<file path="src/rtl/serial_tx_shifter.sv">
// Parallel-to-serial frame transmitter: start bit, WIDTH data bits, stop bit, each CLKS_PER_BIT cycles.
// One-cycle accept into START; ready only while idle, so valid is held off for the whole frame.
module serial_tx_shifter #(
  parameter int WIDTH        = 4,
  parameter int CLKS_PER_BIT = 1,
  parameter int MSB_FIRST    = 0
) (
  input  logic             clk,
  input  logic             clear,
  input  logic [WIDTH-1:0] p,
  input  logic             valid,
  output logic             ready,
  output logic             sout,
  output logic             busy,
  output logic             done
);

  localparam int BAUD_W = (CLKS_PER_BIT > 1) ? $clog2(CLKS_PER_BIT) : 1;
  localparam int BIT_W  = $clog2(WIDTH);

  localparam logic [BAUD_W-1:0] BAUD_LAST = BAUD_W'(CLKS_PER_BIT - 1);
  localparam logic [BIT_W-1:0]  BIT_LAST  = BIT_W'(WIDTH - 1);

  localparam logic [1:0] IDLE  = 2'd0;
  localparam logic [1:0] START = 2'd1;
  localparam logic [1:0] DATA  = 2'd2;
  localparam logic [1:0] STOP  = 2'd3;

  logic [1:0]        state;
  logic [WIDTH-1:0]  shreg;
  logic [WIDTH-1:0]  shifted;
  logic [BIT_W-1:0]  bit_cnt;
  logic [BAUD_W-1:0] baud_cnt;
  logic              bit_end;
  logic              take;
  logic              first_bit;
  logic              next_bit;

  assign ready   = (state == IDLE) && !clear;
  assign take    = valid && ready;
  assign busy    = (state != IDLE);
  assign bit_end = (baud_cnt == BAUD_LAST);

  // The line bit is registered one step ahead: we load the bit that the next DATA slot presents.
  always_comb begin
    if (MSB_FIRST != 0) begin
      shifted   = {shreg[WIDTH-2:0], 1'b0};
      first_bit = shreg[WIDTH-1];
      next_bit  = shreg[WIDTH-2];
    end else begin
      shifted   = {1'b0, shreg[WIDTH-1:1]};
      first_bit = shreg[0];
      next_bit  = shreg[1];
    end
  end

  always_ff @(posedge clk) begin
    if (clear) begin
      state    <= IDLE;
      sout     <= 1'b1;
      done     <= 1'b0;
      shreg    <= '0;
      bit_cnt  <= '0;
      baud_cnt <= '0;
    end else begin
      done <= 1'b0;
      case (state)
        IDLE: begin
          if (take) begin
            shreg    <= p;
            bit_cnt  <= '0;
            baud_cnt <= '0;
            sout     <= 1'b0;
            state    <= START;
          end
        end
        START: begin
          if (bit_end) begin
            baud_cnt <= '0;
            sout     <= first_bit;
            state    <= DATA;
          end else begin
            baud_cnt <= baud_cnt + 1'b1;
          end
        end
        DATA: begin
          if (bit_end) begin
            baud_cnt <= '0;
            if (bit_cnt == BIT_LAST) begin
              sout  <= 1'b1;
              state <= STOP;
            end else begin
              bit_cnt <= bit_cnt + 1'b1;
              shreg   <= shifted;
              sout    <= next_bit;
            end
          end else begin
            baud_cnt <= baud_cnt + 1'b1;
          end
        end
        STOP: begin
          if (bit_end) begin
            baud_cnt <= '0;
            done     <= 1'b1;
            state    <= IDLE;
          end else begin
            baud_cnt <= baud_cnt + 1'b1;
          end
        end
        default: begin
          sout  <= 1'b1;
          state <= IDLE;
        end
      endcase
    end
  end

endmodule

</file>
<file path="config.mk">
export PLATFORM = sky130hd
export DESIGN_NAME = serial_tx_shifter
export DESIGN_NICKNAME = d
export VERILOG_FILES = /design/src/rtl/serial_tx_shifter.sv
export SDC_FILE = /design/constraint.sdc
export NUM_CORES = 1
export LEC_CHECK = 0
export CAP_MARGIN = 20
export CORE_AREA = 5 5 42 44
export CTS_CLUSTER_SIZE = 10
export DETAILED_ROUTE_END_ITERATION = 6
export DIE_AREA = 0 0 47 49
export GPL_TIMING_DRIVEN = 0
export PLACE_DENSITY_LB_ADDON = 0.08
export RECOVER_POWER = 100
export REMOVE_ABC_BUFFERS = 1
export SYNTH_ARGS = -nofsm -noshare
export SYNTH_HDL_FRONTEND = slang
export SYNTH_SLANG_ARGS = --single-unit
</file>
<file path="constraint.sdc">
create_clock -name clk -period 1.9 [get_ports clk]
set_input_delay 0.38 -clock clk [delete_from_list [all_inputs] [get_ports clk]]
set_output_delay 0.38 -clock clk [all_outputs]
set_load 0.01 [all_outputs]
</file>
==> summary.txt, run 1 <==
Timing
  – Final Skew: 0.00297 ns
  – Setup violators final: 0
  – Final WS setup: 0.149 ns
  – Fmax: 571 MHz
  – Tcrit/Tclk final: 0.921
  – RSZ-0062 raised after global routing: no
  – Period minus WS final: 1.75 ns
  – Slew headroom: 0.748
  – Worst-margin pin slew: 0.377 ns
  – Fin. Hold Viols: 0
  – Max Slew Vio Count: 0

Global route
  – Vias in the first global route: 448
  – Initial antenna violation count: 0
  – First-pass GRT wire length: 1.81 mm
  – Global route total overflow: 0
  – Largest net degree at the start of global routing: 14
  – GRT Util Overall: 0.111

Die
  – Rows: 14
  – Boundary Pins: 11
  – Die width: 47 µm
  – Core area: 1400 µm²
  – Die height: 49 µm
  – Die area: 2300 µm²
  – Initial Util: 0.421

Worst hold path
  – Hold Path Class: flip-flop to flip-flop
  – Hold path depth: 2
  – Min-delay src: shreg[2]
  – Worst hold endpoint: shreg[2]

Clock network
  – CTS Buffer Depth: 2
  – CTS root buf: clkbuf_4
  – H-Tree Depth: 1
  – Hold buffers post-CTS: 0
  – Worst-skew pair later-pin latency: 0.27 ns
  – Clock-pin slew on the worst setup and hold paths: 0.06 ns
  – Num CTS Buffers: 3
  – Clk sink count: 10
  – CTS tree: done

Routing
  – DRC viols: 0
  – Via-per-instance ratio: 4.99
  – Wirelength per Cell: 12.0 µm
  – Final ANT Viol Nets: 0
  – Drt first pass iters: 4
  – Via Count: 454
  – Initial DRC count: 5
  – Routed wire length: 1.09 mm

Yosys
  – Mapped Area: 591 µm²
  – Sequential element share of the synthesized area: 0.339
  – Largest area contributor in the netlist: dfxtp_1
  – Number of enable flip-flop cells after synthesis: 0
  – Avg Inst Size Synth: 9.37 µm²
  – Top cell type's share of synthesized area: 0.339
  – Post-synthesis instance total: 63
  – Async SR Flop Fraction: 0
  – Most area-consuming cells after synthesis: dfxtp_1, ha_1, mux2i_1
  – Ys flop type: dfxtp_1
  – Netlist cell types: 27
  – Most instantiated cells after synthesis: nand2_1, dfxtp_1, ha_1, mux2i_1, inv_1
  – FF+latch count, synth: 10
  – YS warnings: 0
  – Most frequent cell after synthesis: nand2_1

Placement
  – Post-DP Area: 699 µm²
  – Setup WS pre-CTS: -0.0266 ns
  – IO Port Bufs: 10
  – Final HPWL from detailed placement: 815 µm
  – Placed insts: 87
  – GPL Wtd Cong: 0.693

Worst setup path
  – Data arrival, critical path: 1.37 ns
  – Critical-path cell list: dlygate4sd3_1 -> nor2_1 -> dlygate4sd2_1
  – CP max FO: 6
  – FF-to-FF Start: state[0]
  – Reg-to-Reg End: shreg[3]
  – R2R cell count: 5
  – Critical Path End Type: output port
  – CP max stage delay: 0.62 ns
  – R2r setup slk: 0.20 ns
  – CP Class: primary input to output port
  – Worst path required time: 1.52 ns
  – Startpoint class of the critical path: primary input
  – Slowest cell on crit path: dlygate4sd3_1

Power
  – VDD IR max: 0.000623 V
  – Pwr dens: 1410 nW/µm²
  – Leak: 0.334 nW

Final layout
  – Finished Cell Area: 744 µm²
  – Final core utilization: 0.531
  – Post-route insts no fill: 91
  – Inserted Diodes: 0
  – Layout cells sized above 1: 0.187
  – Nets: 89
  – P&R area growth vs syn: 26.1%

Run
  – Max Cap Violations: 0

Outcome
  – Status: finished, final reports clean
## worst max path at each step
stage                   from    endpoint  cells past startpoint
floorplan           state[0]    shreg[3]                      5
global placement       clear       ready                      3
detailed placement     clear       ready                      3
CTS                 state[1]       ready                      5
global route        state[0]  bit_cnt[1]                      5
finish                 clear       ready                      3
## per-layer routing
metal / track usage / wire (µm) / vias to the layer above
met3: 0.0554 / 54 / 0
met4: 0.0415 / 0 / 0
li1: - / - / 241
met2: 0.181 / 555 / 9
met1: 0.117 / 481 / 204
met5: 0 / 0 / -
## kinds of logic after synthesis
family,after synthesis,share of synthesized area
and+or+nand+nor,21,0.189
AOI/OAI and AO/OA,10,0.136
DFF,10,0.339
muxes,9,0.159
buffers and inverters,7,0.0508
adders and majority gates,6,0.127
## power breakdown
part	internal [W]	switching, W
clock network	0.000116	0.0000761
logic	0.000268	0.000261
registers	0.000277	0.0000475
## critical path, delay by kind of cell
kind | cells | cell delay, ns
buffers and inverters | 2 | 0.89
and+or+nand+nor | 1 | 0.10
## cells in the final DEF, fill, tap and decap left out, types with 3 or more instances in the layout
cell type,n
nand2_1,11
dfxtp_1,9
mux2i_1,6
ha_1,5
clkdlybuf4s50_1,5
inv_1,3
mux2_2,3
clkbuf_4,3
dlygate4sd3_1,3
## through the flow
step           hold WS, ns  TNS [ns]  power (W)
3_3_place_gp         0.445   -0.0351   0.000833
6_report             0.463         0    0.00105
2_1_floorplan        0.435         0   0.000689
3_5_place_dp         0.450   -0.0266   0.000841
5_1_grt              0.491         0    0.00114
4_1_cts              0.466         0    0.00107
## cell type report
type	count	area [µm²]
fillers	128	657
multi-input cells	46	370
flip-flops and latches	10	201
repair buffers	10	97.6
clock buffers	4	36.3
well taps	16	20.0
inverters	5	18.8
## what timing repair did
item                                   4_1_cts  5_1_grt
endpoints found under the hold margin        0        0
gates resized for setup                      7        0
buffers inserted                             0        0
setup endpoints to repair                    2        0
## registers in the layout (all words and copies together) (netlist names)
register  flops
shreg         4
state         2
bit_cnt       2
done          1
sout          1
(Power assumes the default switching activity.)
==> inputs of run 2 (changes only) <==
--- a/config.mk
+++ b/config.mk
@@ -5,11 +5,13 @@
 export SDC_FILE = /design/constraint.sdc
 export NUM_CORES = 1
 export LEC_CHECK = 0
+export ABC_AREA = 1
 export CAP_MARGIN = 20
 export CORE_AREA = 5 5 42 44
 export CTS_CLUSTER_SIZE = 10
 export DETAILED_ROUTE_END_ITERATION = 6
 export DIE_AREA = 0 0 47 49
+export GPL_ROUTABILITY_DRIVEN = 0
 export GPL_TIMING_DRIVEN = 0
 export PLACE_DENSITY_LB_ADDON = 0.08
 export RECOVER_POWER = 100
==> summary.txt, run 2 <==
Worst hold path
  – Hold Path Class: flip-flop to flip-flop (unchanged)

Yosys
  – Mapped Area: 588 µm² (was 591 µm²)
  – Sequential element share of the synthesized area: 0.340 (was 0.339)
  – Top cell type's share of synthesized area: 0.340 (was 0.339)
  – Async SR Flop Fraction: 0 (unchanged)
  – Number of enable flip-flop cells after synthesis: 0 (unchanged)
  – Post-synthesis instance total: 83 (was 63)
  – Largest area contributor in the netlist: dfxtp_1 (unchanged)
  – Netlist cell types: 14 (was 27)
  – Avg Inst Size Synth: 7.09 µm² (was 9.37 µm²)
  – Ys flop type: dfxtp_1 (unchanged)
  – Most area-consuming cells after synthesis: dfxtp_1, nand2_1, ha_1 (was dfxtp_1, ha_1, mux2i_1)
  – Most frequent cell after synthesis: nand2_1 (unchanged)
  – Most instantiated cells after synthesis: nand2_1, dfxtp_1, inv_1, nor2_1, ha_1 (was nand2_1, dfxtp_1, ha_1, mux2i_1, inv_1)
  – YS warnings: 0 (unchanged)
  – FF+latch count, synth: 10 (unchanged)

Placement
  – Setup WS pre-CTS: -0.110 ns (was -0.0266 ns)
  – Post-DP Area: 708 µm² (was 699 µm²)
  – IO Port Bufs: 10 (unchanged)
  – Final HPWL from detailed placement: 827 µm (was 815 µm)

Worst setup path
  – CP max FO: 4 (was 6)
  – Data arrival, critical path: 1.32 ns (was 1.37 ns)
  – Critical Path End Type: output port (unchanged)
  – Worst path required time: 1.52 ns (about the same)
  – Startpoint class of the critical path: flip-flop (was primary input)
  – CP Class: flip-flop to output port (was primary input to output port)

Routing
  – Routed wire length: 1.12 mm (was 1.09 mm)
  – Via-per-instance ratio: 4.63 (was 4.99)
  – Final ANT Viol Nets: 0 (unchanged)
  – Drt first pass iters: 4 (unchanged)
  – Initial DRC count: 9 (was 5)
  – Wirelength per Cell: 9.97 µm (was 12.0 µm)
  – Met2 WL post-DR: 481 µm (was 555 µm)
  – Top Layer Used: met4 (was met3)
  – Via Count: 519 (was 454)
  – DRC viols: 0 (unchanged)
  – Detail Route met3 WL: 46 µm (was 54 µm)
  – Met1 Wirelength: 579 µm (was 481 µm)

Clock network
  – Postcts setup bufs: 0 (unchanged)
  – CTS Buffer Depth: 2 (unchanged)
  – Clock-pin slew on the worst setup and hold paths: 0.06 ns (about the same)
  – Clk sink count: 10 (unchanged)
  – Worst-skew pair later-pin latency: 0.26 ns (was 0.27 ns)
  – CTS root buf: clkbuf_4 (unchanged)
  – Num CTS Buffers: 3 (unchanged)
  – CTS tree: done (unchanged)
  – H-Tree Depth: 1 (unchanged)

Power
  – VDD IR max: 0.000755 V (was 0.000623 V)
  – Pwr dens: 1580 nW/µm² (was 1410 nW/µm²)
  – Power, Total: 0.00115 W (was 0.00105 W)
  – Leak: 0.362 nW (was 0.334 nW)

Final layout
  – Layout cells sized above 1: 0.135 (was 0.187)
  – Nets: 111 (was 89)
  – Most common cell after layout, fill and taps aside: nand2_1 (unchanged)
  – Max reg flops: 4 (unchanged)
  – P&R area growth vs syn: 24.5% (was 26.1%)
  – Inserted Diodes: 0 (unchanged)
  – Finished Cell Area: 732 µm² (was 744 µm²)
  – Top reg by flops: shreg (unchanged)
  – Commonest cells after routing, fill and taps aside: nand2_1, inv_1, nor2_1, dfxtp_1 (was nand2_1, dfxtp_1, mux2i_1, ha_1, clkdlybuf4s50_1)
  – Top flop regs: shreg x4, bit_cnt x2, state x2 (unchanged)

Timing
  – Period minus WS final: 1.70 ns (was 1.75 ns)
  – Max Slew Vio Count: 0 (unchanged)
  – Setup violators final: 0 (unchanged)
  – RSZ-0062 raised after global routing: no (unchanged)
  – Final WS setup: 0.204 ns (was 0.149 ns)
  – Worst-margin pin slew: 0.261 ns (was 0.377 ns)
  – Fin. Hold Viols: 0 (unchanged)
  – Slew headroom: 0.826 (was 0.748)
  – Tcrit/Tclk final: 0.892 (was 0.921)
  – Fmax: 590 MHz (was 571 MHz)
  – Final Skew: 0.00944 ns (was 0.00297 ns)
  – Setup TNS: 0 ns (unchanged)

Die
  – Die height: 49 µm (unchanged)
  – Boundary Pins: 11 (unchanged)
  – Core area: 1400 µm² (unchanged)
  – Initial Util: 0.420 (was 0.421)
  – Rows: 14 (unchanged)
  – Die width: 47 µm (unchanged)
  – Die area: 2300 µm² (unchanged)

Outcome
  – Status: finished, final reports clean (unchanged)

Global route
  – Initial antenna violation count: 0 (unchanged)
  – Vias in the first global route: 493 (was 448)
  – Largest net degree at the start of global routing: 11 (was 14)
  – Global route total overflow: 0 (unchanged)
  – First-pass GRT wire length: 2.01 mm (was 1.81 mm)
  – GRT Util Overall: 0.117 (was 0.111)

Run
  – Max Cap Violations: 0 (unchanged)
run 2: cell types whose count changed after synthesis, sizes merged, moves of 3 or more:
cell   previous run  this run
nand3             1         5
nor2              2        11
a21oi             1         5
nand2            11        29
mux2              3         0
mux2i             6         0
inv               5        12
run 2: repair_timing:
item,in CTS,in global routing
hold buffers,0,0
gates cloned,0,0
endpoints found under the setup margin,2,1
resized for setup,7,1
run 2: power by group:
group | internal, W | total [W] | switching, W
combinational | 0.000265 | 0.000646 | 0.000381
clock | 0.0000730 | 0.000145 | 0.0000725
sequential | 0.000306 | 0.000361 | 0.0000554
total | 0.000644 | 0.00115 | 0.000509
run 2: per-stage QoR:
| step | instances | util | hold WS, ns |
|---|---|---|---|
| 2_1_floorplan | 83 | - | 0.449 |
| 3_3_place_gp | 109 | 0.505 | 0.446 |
| 3_5_place_dp | 109 | 0.505 | 0.450 |
| 4_1_cts | 112 | 0.530 | 0.464 |
| 5_1_grt | 112 | 0.522 | 0.491 |
| 6_report | 112 | 0.522 | 0.455 |
run 2: layout make-up:
cell class	count	area [µm²]
inverters	12	45.0
flip-flops and latches	10	201
repair buffers	10	97.6
clock buffers	3	22.5
multi-input cells	61	345
fillers	151	669
well taps	16	20.0
run 2: routing by layer:
layer  GRT usage  up-vias
met1       0.163      223
met4      0.0553        0
met3      0.0369        2
met2       0.158        8
li1            -      286
met5           0        -
run 2: path summary, 6_finish.rpt:
check	from	endpoint	slack (ns)	cells after the start
setup reg to reg	state[0]	shreg[0]	0.27	8
setup / recovery	state[0]	ready	0.20	5
hold / removal	sout	sout	0.46	2
hold reg to reg	sout	sout	0.46	2
run 2: cell families (layout without fill, tap and decap cells):
family                     count (synthesis)  after routing  share of synthesized area
DFF                                       10             10                      0.340
adders and majority gates                  6              6                      0.128
buffers and inverters                     12             25                     0.0766
AOI/OAI and AO/OA                          8              8                     0.0681
and+or+nand+nor                           47             47                      0.387
run 2: worst max-delay path, cell delays in order, from the launching register on:
cell and delay [ns]:
dfxtp_1 0.40, inv_2 0.08, ha_4 0.18, inv_1 0.07, nor2_1 0.04, dlygate4sd2_1 0.29
==> inputs of run 3 (changes only) <==
--- a/config.mk
+++ b/config.mk
@@ -7,10 +7,10 @@
 export LEC_CHECK = 0
 export ABC_AREA = 1
 export CAP_MARGIN = 20
-export CORE_AREA = 5 5 42 44
+export CORE_MARGIN = 5
+export CORE_UTILIZATION = 45
 export CTS_CLUSTER_SIZE = 10
 export DETAILED_ROUTE_END_ITERATION = 6
-export DIE_AREA = 0 0 47 49
 export GPL_ROUTABILITY_DRIVEN = 0
 export GPL_TIMING_DRIVEN = 0
 export PLACE_DENSITY_LB_ADDON = 0.08
==> constraint.sdc (replaced) <==
create_clock -name clk -period 1.9 [get_ports clk]
set_input_delay 0.285 -clock clk [delete_from_list [all_inputs] [get_ports clk]]
set_output_delay 0.285 -clock clk [all_outputs]
set_load 0.01 [all_outputs]
==> summary.txt, run 3 (synthesis results as in run 2) <==
Outcome
  – Status: finished, final reports clean (unchanged)

Worst hold path
  – Hold path depth: 2 (unchanged)
  – Hold Path Class: flip-flop to flip-flop (unchanged)

Timing
  – RSZ-0062 raised after global routing: no (unchanged)
  – Setup violators final: 0 (unchanged)
  – Final Skew: 0.00546 ns (was 0.00944 ns)
  – Fin. Hold Viols: 0 (unchanged)
  – Tcrit/Tclk final: 0.947 (was 0.892)
  – Slew headroom: 0.727 (was 0.826)
  – Fmax: 556 MHz (was 590 MHz)
  – Setup TNS: 0 ns (unchanged)
  – Period minus WS final: 1.80 ns (was 1.70 ns)
  – Worst-margin pin slew: 0.408 ns (was 0.261 ns)
  – Max Slew Vio Count: 0 (unchanged)
  – Final WS setup: 0.101 ns (was 0.204 ns)

Routing
  – DRC viols: 0 (unchanged)
  – Routed wire length: 1.12 mm (about the same)
  – Final ANT Viol Nets: 0 (unchanged)
  – Initial DRC count: 10 (was 9)
  – Via-per-instance ratio: 4.61 (was 4.63)
  – Drt first pass iters: 4 (unchanged)
  – Wirelength per Cell: 10.0 µm (was 9.97 µm)
  – Via Count: 516 (was 519)

Clock network
  – CTS root buf: clkbuf_4 (unchanged)
  – Clk sink count: 10 (unchanged)
  – CTS tree: done (unchanged)
  – CTS Buffer Depth: 2 (unchanged)
  – Postcts setup bufs: 0 (unchanged)
  – Worst-skew pair later-pin latency: 0.27 ns (was 0.26 ns)
  – Num CTS Buffers: 3 (unchanged)
  – H-Tree Depth: 1 (unchanged)
  – Hold buffers post-CTS: 0 (unchanged)
  – Clock-pin slew on the worst setup and hold paths: 0.07 ns (was 0.06 ns)

Power
  – Comb pwr share: 0.546 (was 0.561)
  – Pwr dens: 1640 nW/µm² (was 1580 nW/µm²)
  – Internal power: 0.000694 W (was 0.000644 W)
  – Clock power share: 0.159 (was 0.126)
  – Net Sw Power: 0.000524 W (was 0.000509 W)
  – Switching Fraction: 0.430 (was 0.441)
  – VDD IR max: 0.000909 V (was 0.000755 V)
  – Seq pwr share: 0.295 (was 0.313)
  – Leak: 0.365 nW (was 0.362 nW)

Placement
  – Placed insts: 108 (was 109)
  – Post-DP Area: 707 µm² (was 708 µm²)
  – Final HPWL from detailed placement: 843 µm (was 827 µm)
  – IO Port Bufs: 10 (unchanged)
  – Setup WS pre-CTS: 0.0905 ns (was -0.110 ns)

Global route
  – First-pass GRT wire length: 1.95 mm (was 2.01 mm)
  – Vias in the first global route: 496 (was 493)
  – Initial antenna violation count: 0 (unchanged)
  – Global route total overflow: 0 (unchanged)
  – Largest net degree at the start of global routing: 11 (unchanged)
  – GRT Util Overall: 0.129 (was 0.117)

Final layout
  – Post-route insts no fill: 112 (unchanged)
  – Multi-input logic area: 348 µm² (was 345 µm²)
  – Register area: 201 µm² (unchanged)
  – Inserted Diodes: 0 (unchanged)
  – Nets: 111 (unchanged)
  – Most common cell after layout, fill and taps aside: nand2_1 (unchanged)
  – Commonest cells after routing, fill and taps aside: nand2_1, inv_1, nor2_1, dfxtp_1, clkdlybuf4s50_1 (was nand2_1, inv_1, nor2_1, dfxtp_1)
  – Top flop regs: shreg x4, bit_cnt x2, state x2 (unchanged)
  – P&R area growth vs syn: 26.4% (was 24.5%)
  – Top reg by flops: shreg (unchanged)
  – Finished Cell Area: 743 µm² (was 732 µm²)
  – Max reg flops: 4 (unchanged)
  – Fillers: 120 (was 151)
  – Layout cells sized above 1: 0.155 (was 0.135)

Die
  – Rows: 13 (was 14)
  – Initial Util: 0.464 (was 0.420)
  – Die area: 2130 µm² (was 2300 µm²)
  – Boundary Pins: 11 (unchanged)
  – Die height: 46.2 µm (was 49 µm)
  – Die width: 46.2 µm (was 47 µm)
  – Core area: 1270 µm² (was 1400 µm²)

Worst setup path
  – Startpoint class of the critical path: flip-flop (unchanged)
  – Data arrival, critical path: 1.51 ns (was 1.32 ns)
  – CP max FO: 4 (unchanged)
  – R2R cell count: 8 (unchanged)
  – Worst path required time: 1.62 ns (was 1.52 ns)
  – Critical Path End Type: output port (unchanged)
  – CP Class: flip-flop to output port (unchanged)

Run
  – Max Cap Violations: 0 (unchanged)
==> run 3: cell types whose count changed in the layout (fill, tap and decap cells not counted) <==
| cell | previous run | this run |
|---|---|---|
| clkbuf_1 | 0 | 1 |
| nand2_2 | 2 | 3 |
| dlygate4sd3_1 | 2 | 3 |
| nand2_1 | 24 | 23 |
| clkdlybuf4s25_1 | 1 | 0 |
| dlygate4sd2_1 | 2 | 0 |
| clkbuf_8 | 0 | 1 |
| clkdlybuf4s50_1 | 5 | 6 |
==> run 3: worst paths after layout <==
check / slack [ns] / endpoint / start
hold reg to reg: 0.45 / sout / sout
setup / recovery: 0.10 / busy / state[0]
setup reg to reg: 0.43 / shreg[0] / state[0]
hold / removal: 0.45 / sout / sout
==> run 3: cell type report <==
class	count	share of cell area
Clock buffer	4	0.0488
Multi-Input combinational cell	61	0.468
Sequential cell	10	0.271
Tap cell	15	0.0253
Inverter	12	0.0606
Timing Repair Buffer	10	0.126
==> run 3: critical path: stages, from the launching register on <==
cell and delay [ns]:
dfxtp_1 0.40, inv_2 0.08, ha_4 0.18, inv_1 0.06, clkdlybuf4s50_1 0.53
==> run 3: through the flow <==
stage                     power, W  hold slack [ns]  utilization
after floorplan           0.000858            0.354            -
after detailed placement   0.00102            0.445        0.557
after CTS                  0.00126            0.460        0.596
after global placement     0.00102            0.444        0.557
final                      0.00122            0.450        0.586
after global routing       0.00135            0.476        0.586
==> run 3: routing by layer <==
layer	vias up	share of wire	GRT usage
met3	2	0.045	0.0352
met5	-	0	0
met2	6	0.46	0.209
met4	0	0.0089	0.0682
li1	283	-	-
met1	225	0.49	0.152
==> run 3: power by group through the flow <==
stage	Sequential, W	Clock [W]	Combinational (W)
finish	0.000359	0.000193	0.000666
global placement	0.000362	0	0.000655
floorplan	0.000355	0	0.000504
global route	0.000370	0.000210	0.000769
detailed placement	0.000361	0	0.000664
CTS	0.000358	0.000195	0.000705
==> run 3: repair_timing <==
action,CTS,global route
endpoints found under the setup margin,2,2
pin swaps,0,0
resized for setup,3,2
